<file path="src/rtl/frame_block_gen_pkg.sv">
// Shared frame-generator constants: 64b/66b block types, sync headers
// and the frame FSM state encoding.
package frame_block_gen_pkg;

  localparam logic [7:0] BT_IDLE  = 8'h1E;
  localparam logic [7:0] BT_START = 8'h78;
  localparam logic [7:0] BT_TERM  = 8'h87;

  localparam logic [1:0] SYNC_DATA = 2'b01;
  localparam logic [1:0] SYNC_CTRL = 2'b10;

  localparam int unsigned CNT_W = 5;

  typedef logic [CNT_W-1:0] cnt_t;

  typedef enum logic [1:0] {
    S_IPG   = 2'd0,
    S_START = 2'd1,
    S_DATA  = 2'd2,
    S_TERM  = 2'd3
  } state_e;

endpackage

</file>
<file path="src/rtl/frame_block_gen.sv">
// Synthetic 64b/66b frame source: idle gap, start, data, terminate,
// with frame shape taken from the upstream PRBS word at each TERM.
module frame_block_gen
  import frame_block_gen_pkg::*;
#(
  parameter int unsigned MIN_DATA = 2,
  parameter int unsigned MIN_IPG  = 1,
  parameter int unsigned PRBS_W   = 12
) (
  input  logic              i_clock,
  input  logic              i_reset,
  input  logic              i_enable,
  input  logic [PRBS_W-1:0] i_prbs,
  output logic              o_prbs_req,
  output logic [65:0]       o_block,
  output logic              o_valid,
  input  logic              i_ready,
  output logic [31:0]       o_frame_cnt
);

  localparam cnt_t MIN_DATA_C = cnt_t'(MIN_DATA);
  localparam cnt_t MIN_IPG_C  = cnt_t'(MIN_IPG);

  state_e      state_q, state_d;
  cnt_t        ipg_q, ipg_d;
  cnt_t        len_q, len_d;
  cnt_t        dcnt_q, dcnt_d;
  logic [63:0] pay_q, pay_d;
  logic [31:0] frame_q, frame_d;
  logic [65:0] blk_q, blk_d;
  logic        valid_q, valid_d;
  logic        req_q, req_d;
  logic        load;
  logic        unused_prbs;

  // only the two low nibbles shape the frame
  assign unused_prbs = ^i_prbs;

  assign load = i_enable && (!valid_q || i_ready);

  always_ff @(posedge i_clock) begin
    if (i_reset) begin
      state_q <= S_IPG;
      ipg_q   <= MIN_IPG_C;
      len_q   <= MIN_DATA_C;
      dcnt_q  <= '0;
      pay_q   <= '0;
      frame_q <= '0;
      blk_q   <= '0;
      valid_q <= 1'b0;
      req_q   <= 1'b0;
    end else begin
      state_q <= state_d;
      ipg_q   <= ipg_d;
      len_q   <= len_d;
      dcnt_q  <= dcnt_d;
      pay_q   <= pay_d;
      frame_q <= frame_d;
      blk_q   <= blk_d;
      valid_q <= valid_d;
      req_q   <= req_d;
    end
  end

  always_comb begin
    state_d = state_q;
    ipg_d   = ipg_q;
    len_d   = len_q;
    dcnt_d  = dcnt_q;
    pay_d   = pay_q;
    frame_d = frame_q;
    if (load) begin
      unique case (state_q)
        S_IPG: begin
          ipg_d = ipg_q - cnt_t'(1);
          if (ipg_q <= cnt_t'(1)) state_d = S_START;
        end
        S_START: begin
          dcnt_d  = len_q;
          state_d = S_DATA;
        end
        S_DATA: begin
          pay_d  = pay_q + 64'd1;
          dcnt_d = dcnt_q - cnt_t'(1);
          if (dcnt_q <= cnt_t'(1)) state_d = S_TERM;
        end
        S_TERM: begin
          len_d   = MIN_DATA_C + cnt_t'(i_prbs[3:0]);
          ipg_d   = MIN_IPG_C + cnt_t'(i_prbs[7:4]);
          frame_d = frame_q + 32'd1;
          state_d = S_IPG;
        end
        default: state_d = S_IPG;
      endcase
    end
  end

  always_comb begin
    blk_d   = blk_q;
    valid_d = valid_q;
    req_d   = 1'b0;
    if (load) begin
      valid_d = 1'b1;
      req_d   = (state_q == S_TERM);
      unique case (state_q)
        S_IPG:   blk_d = {SYNC_CTRL, 56'h0, BT_IDLE};
        S_START: blk_d = {SYNC_CTRL, pay_q[55:0], BT_START};
        S_DATA:  blk_d = {SYNC_DATA, pay_q};
        S_TERM:  blk_d = {SYNC_CTRL, 56'h0, BT_TERM};
        default: blk_d = {SYNC_CTRL, 56'h0, BT_IDLE};
      endcase
    end else if (valid_q && i_ready) begin
      // held block taken while disabled: go idle until re-enabled
      valid_d = 1'b0;
    end
  end

  assign o_block     = blk_q;
  assign o_valid     = valid_q;
  assign o_prbs_req  = req_q;
  assign o_frame_cnt = frame_q;

endmodule

</file>
<file path="config.mk">
export PLATFORM = sky130hd
export DESIGN_NAME = frame_block_gen
export DESIGN_NICKNAME = d
export VERILOG_FILES = /design/src/rtl/frame_block_gen_pkg.sv /design/src/rtl/frame_block_gen.sv
export SDC_FILE = /design/constraint.sdc
export NUM_CORES = 1
export LEC_CHECK = 0
export CORE_MARGIN = 1.5
export CORE_UTILIZATION = 38
export CTS_CLUSTER_DIAMETER = 100
export DETAILED_ROUTE_END_ITERATION = 12
export GPL_TIMING_DRIVEN = 0
export MAX_ROUTING_LAYER = met4
export PLACE_DENSITY = 0.56
export SYNTH_ARGS = -nofsm -noshare
export SYNTH_HDL_FRONTEND = slang
export SYNTH_SLANG_ARGS = --single-unit
</file>
<file path="constraint.sdc">
create_clock -name i_clock -period 3.5 [get_ports i_clock]
set_input_delay 0.7 -clock i_clock [delete_from_list [all_inputs] [get_ports i_clock]]
set_output_delay 0.7 -clock i_clock [all_outputs]
set_load 0.05 [all_outputs]
</file>
Word level (Yosys, flattened, before mapping)
Cells that the tools add are included.

$lt $le $gt $ge: 2. Multiplexer cells: 8. Equality and inequality tests: 5. Reduce and logical (&&, ||, !) cells: 14. Bitwise gates (word level): 1. $add $sub $neg: 6.

Operators with widths (count): one-hot mux 66 bit (4 select lines) (1); adder 64 x 1 -> 64 bit, second input constant (1); adder 32 x 1 -> 32 bit, second input constant (1); one-hot mux 5 bit (2 select lines) (2); less-or-equal comparator 5 x 1 -> 1 bit, second input constant (2); subtractor 5 x 1 -> 5 bit, second input constant (2); one-hot mux 2 bit (4 select lines) (1); AND reduction 2 bit (4); nonzero test 2 bit (3); adder 1 x 4 -> 5 bit, first input constant (1); adder 2 x 4 -> 5 bit, first input constant (1); equality test 2 bit, second input constant (2); 2-to-1 mux 2 bit (2); != test 2 bit, second input constant (2); AND reduction 3 bit (1); equality test 2 x 1 -> 1 bit, second input constant (1); logical AND 1 bit (2); zero test 2 bit (1); 2-to-1 mux 1 bit (2); OR reduction 2 bit (1); zero test 1 bit (1); logical OR 1 bit (1); inverter 1 bit (1).

Bits of input ports: 16. Word-level logic and storage cells: 45. Output and inout port bits: 100. Register bits after elaboration: 181.

Depth between registers and ports, before layout
Gate-level depths: netlist of run 1.

Word-level depth: 5. Depth in mapped cells: 10. Depth with buffers taken out: 7.

Least setup slack after synthesis of run 1
Ideal clock, no wire load.

Path type: flip-flop to flip-flop. From: reg state_q[1]. To: reg pay_q[40]. Required time: 3430 ps. Cell stages (with the launch flop): 10. Buffers on the path: 3. Setup time: 70 ps. Data arrival time: 2704 ps. Period minus slack after synthesis: 2774 ps. Slack: 726 ps. Cells stage by stage: dfxtp_1 > ha_1 > buf_2 > nand2_2 > or4b_1 > buf_2 > or4b_1 > buf_2 > or4_1 > a21oi_1.

Longest elaborated chain between the ends: 2.

RTL lines: from (decl) (line frame_block_gen.sv:24) `state_e state_q, state_d;`; from (signal assigned) (line frame_block_gen.sv:53) `state_q <= state_d;`; equality test 2 bit (line frame_block_gen.sv:73) `unique case (state_q)`; AND reduction 2 bit (no source line); to (signal assigned) (line frame_block_gen.sv:57) `pay_q <= pay_d;`; to (decl) (line frame_block_gen.sv:28) `logic [63:0] pay_q, pay_d;`.

No other way between the ends. A chain may end at the register's enable or synchronous reset.

Worst setup path in the final report of run 1
Same ends and word-level chain as after synthesis.

==> results of run 1 <==
==> sequential cells by signal, summed over array words and instances (netlist names) <==
| name | flops |
|---|---|
| ipg_q | 5 |
| pay_q | 64 |
| o_valid | 1 |
| len_q | 5 |
| state_q | 2 |
| dcnt_q | 5 |
| o_frame_cnt | 32 |
| o_block | 66 |
| o_prbs_req | 1 |
==> metrics by stage <==
| stage | hold slack (ns) | total power (W) | cell area, um2 | util, % |
|---|---|---|---|---|
| 6_report | 0.456 | 0.00468 | 10700 | 48.5 |
| 5_1_grt | 0.485 | 0.00487 | 10700 | 48.5 |
| 4_1_cts | 0.459 | 0.00472 | 10700 | 48.5 |
| 3_5_place_dp | 0.449 | 0.00272 | 10100 | 45.7 |
| 3_3_place_gp | 0.444 | 0.00271 | 10100 | 45.7 |
| 2_1_floorplan | 0.432 | 0.00254 | 8640 | - |
==> cells by family (layout without fill, tap and decap cells) <==
kind of cell    after synthesis  count (layout)  synth area share [%]
simple gates                476             476                  27.9
compound gates              241             241                  16.9
flops                       181             181                  41.9
buf+inv                     110             253                  5.07
xor+xnor                     56              56                  5.67
fa+ha+maj                    14              14                  2.03
mux                           5               5                 0.608
==> per-layer routing <==
metal / up-vias / part of all wire, % / wire (um) / global-route usage (%)
li1: 4203 / - / - / -
met5: - / 0 / 0 / -
met1: 3938 / 49 / 12700 / 31.5
met3: 36 / 4.6 / 1190 / 3.30
met2: 243 / 44 / 11400 / 33.7
met4: 0 / 1.8 / 465 / 6.93
==> power by group <==
part / switching (W) / internal, W
registers: 0.0000318 / 0.00209
logic: 0.000407 / 0.000142
clock network: 0.000875 / 0.00113
==> final timing paths <==
check / endpoint / depth (start not counted)
worst max-delay path: pay_q[40] / 9
worst min-delay path: len_q[2] / 2
worst max register to register: pay_q[40] / 9
worst min register to register: len_q[2] / 2
==> cells in the final DEF (no fill, tap or decap), types with 4 or more instances in the layout <==
cell	n
dfxtp_1	181
nor2_1	146
a21oi_1	113
clkdlybuf4s50_1	111
nor3_1	87
clkbuf_1	76
a22oi_1	58
nand2_1	55
xnor2_1	48
nand3_1	37
nor4_1	33
nand4_1	30
o21ai_0	30
or4_1	24
or3_1	23
o31ai_1	21
inv_1	20
clkbuf_16	17
ha_1	14
and4_1	9
xor2_1	8
buf_2	8
and3_1	7
nor2b_1	5
buf_1	5
a211oi_1	5
nand2b_1	4
inv_6	4
==> worst register-to-register path, cell delays in order, from the launching register on <==
cell	delay, ns
dfxtp_1	0.51
ha_1	0.20
buf_2	0.28
nand2_2	0.15
or4b_1	0.51
buf_2	0.18
or4b_1	0.56
buf_2	0.22
or4_1	0.41
a21oi_1	0.15
==> layout make-up <==
class / count / area, um2
well taps: 280 / 350
clock inverters: 14 / 174
fillers: 2177 / 11400
clock buffers: 18 / 429
repair buffers: 111 / 1110
inverters: 20 / 75.1
flip-flops and latches: 181 / 3620
multi-input cells: 792 / 4580
plain buffers: 90 / 363
==> run summary, run 1 <==
First-pass DRT Iterations: 5
Critical Path Start: state_q[1]
Worst Hold Class: reg -> reg
syn_area_per_cell: 7.98 um2
worst path cell trace: ha_1 > buf_2 > nand2_2 > or4b_1 > buf_2 > or4b_1 > buf_2 > or4_1 > a21oi_1
Placer Congestion: 0.868
Seq/Total Area, Yosys: 41.9%
Skew-Pair Late Insertion Delay: 0.44 ns
final std cells w/o fill: 1506
PnR worst setup slack: 0.253 ns
WP data required: 3.86 ns
unrepaired setup endpoints after global routing: false
placed insts: 1474
initial drt markers: 616
Top-Level Pins: 116
DIE AREA: 23700 um2
number of synthesized register bits: 181
first-pass GRT wire length: 41600 um
Avg WL per Cell: 17.1 um
Reg-to-Reg Start: state_q[1]
VDD IR max: 309 uV
H-tree levels: 4
EDFF count, synth: 0
Main synth FF type: dfxtp_1
status: finished clean
DRC: 0
Syn Std Cell Area: 8640 um2
setup_tns: 0 ns
r2r setup slk: 0.25 ns
power per cell area: 437 nW/um2
Worst Path Max Fanout: 10
Synth cell types: 51
Core Footprint: 22100 um2
starting density of the core: 39.1%
dpl ws: -0.0130 ns
hold_buf cts: 0
CP Buf/Inv Count: 3
Sink Count: 181
Synth warnings: 0
fraction of layout cells with a size suffix above 1: 4.00%
Tot GR Track Use: 22.6%
FP Rows: 54
leak pwr: 3.16 nW
Least-Margin Pin Slew: 0.985 ns
Max-cap violations: 0
Largest delay share family, worst path: simple AND/OR/NAND/NOR gates
post-CTS sizing: 0
crit path kind: reg -> reg
IO Port Bufs: 111
WL final: 25700 um
DP HPWL: 18300 um
Reg clk slew, reported paths: 0.07 ns
Crit path largest cell delay: 0.56 ns
Die Wd: 154 um
DRT antenna net count: 0
total number of vias: 8420
GR Overflow Total: 0
post-synth top area cell: dfxtp_1
crit path capture type: flop
Synth area leaders: dfxtp_1, a21oi_1, nor2_1, nor3_1, a22oi_1
Layout Skew: 0.0119 ns
Avg Vias per Cell: 5.59
Max Transition Viols Final: 0
Post-Syn Nets: 1113
largest net degree at the start of global routing: 17
Setup-failing EPs final: 0
Highest Clock Rate: 308 MHz
Num CTS Buffers: 17
Final min period: 3.25 ns
vias in the first global route: 7746
Gate Count Post-Synth: 1083
Area growth, synth to finish: 23.9%
CTS tree: done
top cells by instance count after synthesis: dfxtp_1, nor2_1, a21oi_1
Fin. Hold Viols: 0
top-area cell type share of the netlist area: 41.9%
max-slew headroom at the worst pin: 33.8%
clk buf depth: 2
Final #Nets: 1243
top-count cell post-synth: dfxtp_1
crit path launch type: flop
CP dominant cell by count: buf_2
hold path startpoint: len_q[2]
CTS Root Cell: clkbuf_16
Async S/R FF share, synth: 0%
WP data arrival: 3.61 ns
Post-CTS Setup Bufs: 0
crit share post-route: 92.8%
# diodes: 0
chip height: 154 um
antenna violations before repair: 0
slowest stage cell, crit path: or4b_1
No activity file was read; power rests on OpenSTA's default activity.
==> run 2: changes to the inputs <==
- CORE_UTILIZATION: 38 -> 54
- PLACE_DENSITY: 0.56 -> 0.76
- SKIP_LAST_GASP: unset -> 1
==> run summary, run 2 (synthesis results as in run 1) <==
post-layout util: 67.2%
Final #Nets: 1243
max-slew headroom at the worst pin: 35.0%
Skew-Pair Late Insertion Delay: 0.43 ns
Die Wd: 130 um
Least-Margin Pin Slew: 0.967 ns
crit path capture type: flop
Avg WL per Cell: 16.8 um
max reg flops: 66
power per cell area: 431 nW/um2
CP dominant cell by count: buf_2
WP data required: 3.86 ns
clk buf depth: 2
Placer Congestion: 0.905
antenna violations before repair: 0
worst path cell trace: ha_1 > buf_2 > nand2_2 > or4b_1 > buf_2 > or4b_1 > buf_2 > or4_1 > a21oi_1
total number of vias: 8558
post-CTS sizing: 0
area of the multi-input gates: 4580 um2
starting density of the core: 54.8%
crit share post-route: 93.0%
H-tree levels: 4
dpl ws: -0.00533 ns
DRC: 0
Fin. Hold Viols: 0
vias in the first global route: 7792
CTS tree: done
most common cell after layout, fill and taps aside: dfxtp_1
hold_buf cts: 0
Num CTS Buffers: 17
DIE AREA: 16800 um2
Crit path largest cell delay: 0.58 ns
leak pwr: 3.15 nW
Highest Clock Rate: 307 MHz
Critical Path Start: state_q[1]
Final min period: 3.25 ns
slowest stage cell, crit path: or4b_1
CP Buf/Inv Count: 3
WL final: 24200 um
Worst Path Max Fanout: 10
Tot GR Track Use: 30.3%
IO Port Bufs: 111
Sink Count: 181
DRT antenna net count: 0
Top-Level Pins: 116
largest net degree at the start of global routing: 17
fraction of layout cells with a size suffix above 1: 3.51%
Reg clk slew, reported paths: 0.07 ns
initial drt markers: 657
PnR worst setup slack: 0.246 ns
DP HPWL: 17000 um
VDD IR max: 344 uV
crit path kind: reg -> reg
hold path startpoint: len_q[2]
WP data arrival: 3.61 ns
Post-CTS Setup Bufs: 0
First-pass DRT Iterations: 6
Avg Vias per Cell: 5.94
GR Overflow Total: 0
Max-cap violations: 0
Register Area: 3620 um2
unrepaired setup endpoints after global routing: false
Setup-failing EPs final: 0
most frequent cells in the layout: dfxtp_1, nor2_1, a21oi_1, clkdlybuf4s50_1, nor3_1
status: finished clean
# diodes: 0
crit path launch type: flop
setup_tns: 0 ns
Max Transition Viols Final: 0
FP Rows: 46
Largest delay share family, worst path: simple AND/OR/NAND/NOR gates
Layout Skew: 0.00813 ns
Reg-to-Reg Start: state_q[1]
first-pass GRT wire length: 39300 um
Worst Hold Class: reg -> reg
Fill cells: 1432
Area growth, synth to finish: 22.6%
chip height: 130 um
Core Footprint: 15800 um2
CTS Root Cell: clkbuf_16
## run 2: cell count changes in the layout (fill, tap and decap cells not counted)
| cell | before | now |
|---|---|---|
| inv_6 | 4 | 0 |
| inv_8 | 1 | 0 |
| clkinv_2 | 3 | 2 |
| clkinvlp_4 | 3 | 0 |
| clkbuf_1 | 76 | 80 |
| bufinv_16 | 3 | 2 |
| clkbuf_8 | 0 | 4 |
## run 2: routing by layer
metal,routed length [um],track usage (%),share of wire (%)
met5,0,-,0
met4,461,10.7,1.9
met3,1430,4.62,5.9
met2,11300,46.5,47
met1,11000,40.9,46
## run 2: per-stage QoR
step	instance area (um2)	hold slack, ns	power, W	instances
after floorplan	8640	0.432	0.00254	1083
after global placement	10000	0.447	0.00270	1410
after detailed placement	10000	0.449	0.00271	1410
after CTS	10600	0.458	0.00457	1440
after global routing	10600	0.492	0.00472	1440
final	10600	0.460	0.00457	1440
## run 2: worst paths after layout
kind / cells after the start / endpoint / slack [ns]
worst max-delay path: 9 / pay_q[40] / 0.25
worst max register to register: 9 / pay_q[40] / 0.25
worst min register to register: 2 / len_q[2] / 0.46
worst min-delay path: 2 / len_q[2] / 0.46
## run 2: area by class of cell
cell class              instances  area share, %
multi-input cells             792           43.3
repair buffers                111           10.5
flip-flops and latches        181           34.2
clock inverters                 4          0.661
clock buffers                  26           4.71
inverters                      20          0.709
well taps                     216           2.55
plain buffers                  90           3.43
## run 2: tightest hold or removal path, stage by stage, from the launching register on
cell	delay, ns
dfxtp_1	0.31
nand2_1	0.05
a21oi_1	0.05
## run 2: where the power goes
| part | internal, W | switching (W) | total [W] |
|---|---|---|---|
| clock | 0.00112 | 0.000777 | 0.00190 |
| sequential | 0.00209 | 0.0000327 | 0.00212 |
| combinational | 0.000143 | 0.000404 | 0.000547 |
| total | 0.00335 | 0.00121 | 0.00457 |
==> run 3: changes to the inputs <==
- CAP_MARGIN: unset -> 25
- CORE_ASPECT_RATIO: unset -> 1.5
- RECOVER_POWER: unset -> 50
==> run summary, run 3 (synthesis results as in run 1) <==
GR Overflow Total: 0
crit path kind: reg -> reg
Sink Count: 181
Skew-Pair Late Insertion Delay: 0.44 ns
Avg WL per Cell: 17.7 um
Die Wd: 106 um
Fin. Hold Viols: 0
initial drt markers: 511
worst path cell trace: ha_1 > buf_2 > nand2_2 > or4b_1 > buf_2 > or4b_1 > buf_2 > or4_1 > a21oi_1
DRT antenna net count: 0
Final #Nets: 1244
Top-Level Pins: 116
power per cell area: 459 nW/um2
Num CTS Buffers: 17
Psw: 0.00131 W
register share of total power: 43.3%
CTS tree: done
WP data arrival: 3.59 ns
leak pwr: 3.54 nW
CP dominant cell by count: buf_2
# diodes: 0
unrepaired setup endpoints after global routing: false
Pwr Total: 0.00491 W
Core Footprint: 15600 um2
slowest stage cell, crit path: or4b_1
Setup-failing EPs final: 0
Area growth, synth to finish: 23.8%
FP Rows: 56
max-slew headroom at the worst pin: 41.4%
placed insts: 1397
final std cells w/o fill: 1430
DP HPWL: 18300 um
Crit path largest cell delay: 0.56 ns
clock network power share: 45.5%
CTS Root Cell: clkbuf_16
crit path launch type: flop
crit path capture type: flop
Max-cap violations: 0
H-tree levels: 4
largest net degree at the start of global routing: 17
Avg Vias per Cell: 6.08
Tot GR Track Use: 31.6%
WL final: 25300 um
setup_tns: 0 ns
crit share post-route: 92.2%
Largest delay share family, worst path: simple AND/OR/NAND/NOR gates
CP Buf/Inv Count: 3
antenna violations before repair: 0
Highest Clock Rate: 310 MHz
Least-Margin Pin Slew: 0.873 ns
Max Transition Viols Final: 0
Worst Path Max Fanout: 10
DIE AREA: 16800 um2
DRC: 0
WHS: 0.458 ns
First-pass DRT Iterations: 6
max reg flops: 66
starting density of the core: 55.3%
chip height: 158 um
clk buf depth: 2
Reg clk slew, reported paths: 0.07 ns
dpl ws: -0.0443 ns
fraction of layout cells with a size suffix above 1: 4.07%
status: finished clean
Placer Congestion: 0.920
most frequent cells in the layout: dfxtp_1, nor2_1, a21oi_1, dlygate4sd3_1, nor3_1
first-pass GRT wire length: 40900 um
Sw Share: 26.7%
Worst Hold Class: reg -> reg
cell-internal power: 0.00360 W
most common cell after layout, fill and taps aside: dfxtp_1
Final min period: 3.23 ns
WP data required: 3.87 ns
VDD IR max: 296 uV
Gate power share: 11.2%
PnR worst setup slack: 0.274 ns
Post-CTS Setup Bufs: 0
Layout Skew: 0.00752 ns
hold_buf cts: 0
post-CTS sizing: 0
IO Port Bufs: 111
total number of vias: 8688
vias in the first global route: 8380
## run 3: changes by cell type in the layout (fill, tap and decap cells not counted), moves of 2 or more
cell	delta
dlygate4sd3_1	+102
clkbuf_8	-3
clkinv_2	-2
inv_6	+4
bufinv_16	+4
clkbuf_1	-3
clkdlybuf4s50_1	-102
clkinvlp_4	+4
## run 3: layout make-up
type	count	area, um2
fill	1329	4930
multi-input combinational	792	4580
sequential	181	3620
timing repair buffer	112	1110
clock buffer	18	439
buffer	90	363
tap	203	254
clock inverter	14	245
inverter	20	75.1
## run 3: path summary, 6_finish.rpt
check,from,end,slack (ns),cells past startpoint
worst max-delay path,state_q[1],pay_q[40],0.27,9
worst min register to register,len_q[4],len_q[4],0.46,2
worst min-delay path,len_q[4],len_q[4],0.46,2
worst max register to register,state_q[1],pay_q[40],0.27,9
## run 3: metal layers
metal	global-route usage, %	up-vias	routed length, um
met3	5.85	79	1480
met1	33.7	4049	9720
met5	-	-	0
li1	-	4200	-
met2	55.5	360	13000
met4	16.9	0	1020
## run 3: tightest hold or removal path, cell delays in order (launching register included)
cell and delay [ns]:
dfxtp_1 0.31, nand2_1 0.05, a21oi_1 0.05
## run 3: power by group through the flow
| stage | clock network [W] | logic [W] | registers [W] |
|---|---|---|---|
| after floorplan | 0 | 0.000336 | 0.00220 |
| final | 0.00223 | 0.000552 | 0.00212 |
| after global routing | 0.00234 | 0.000609 | 0.00213 |
| after detailed placement | 0 | 0.000541 | 0.00217 |
| after global placement | 0 | 0.000533 | 0.00217 |
| after CTS | 0.00224 | 0.000547 | 0.00212 |
## run 3: stage by stage
| stage | util, % | cell area [um2] |
|---|---|---|
| 6_report | 68.5 | 10700 |
| 5_1_grt | 68.5 | 10700 |
| 3_3_place_gp | 64.1 | 10000 |
| 4_1_cts | 68.4 | 10700 |
| 2_1_floorplan | - | 8640 |
| 3_5_place_dp | 64.1 | 10000 |
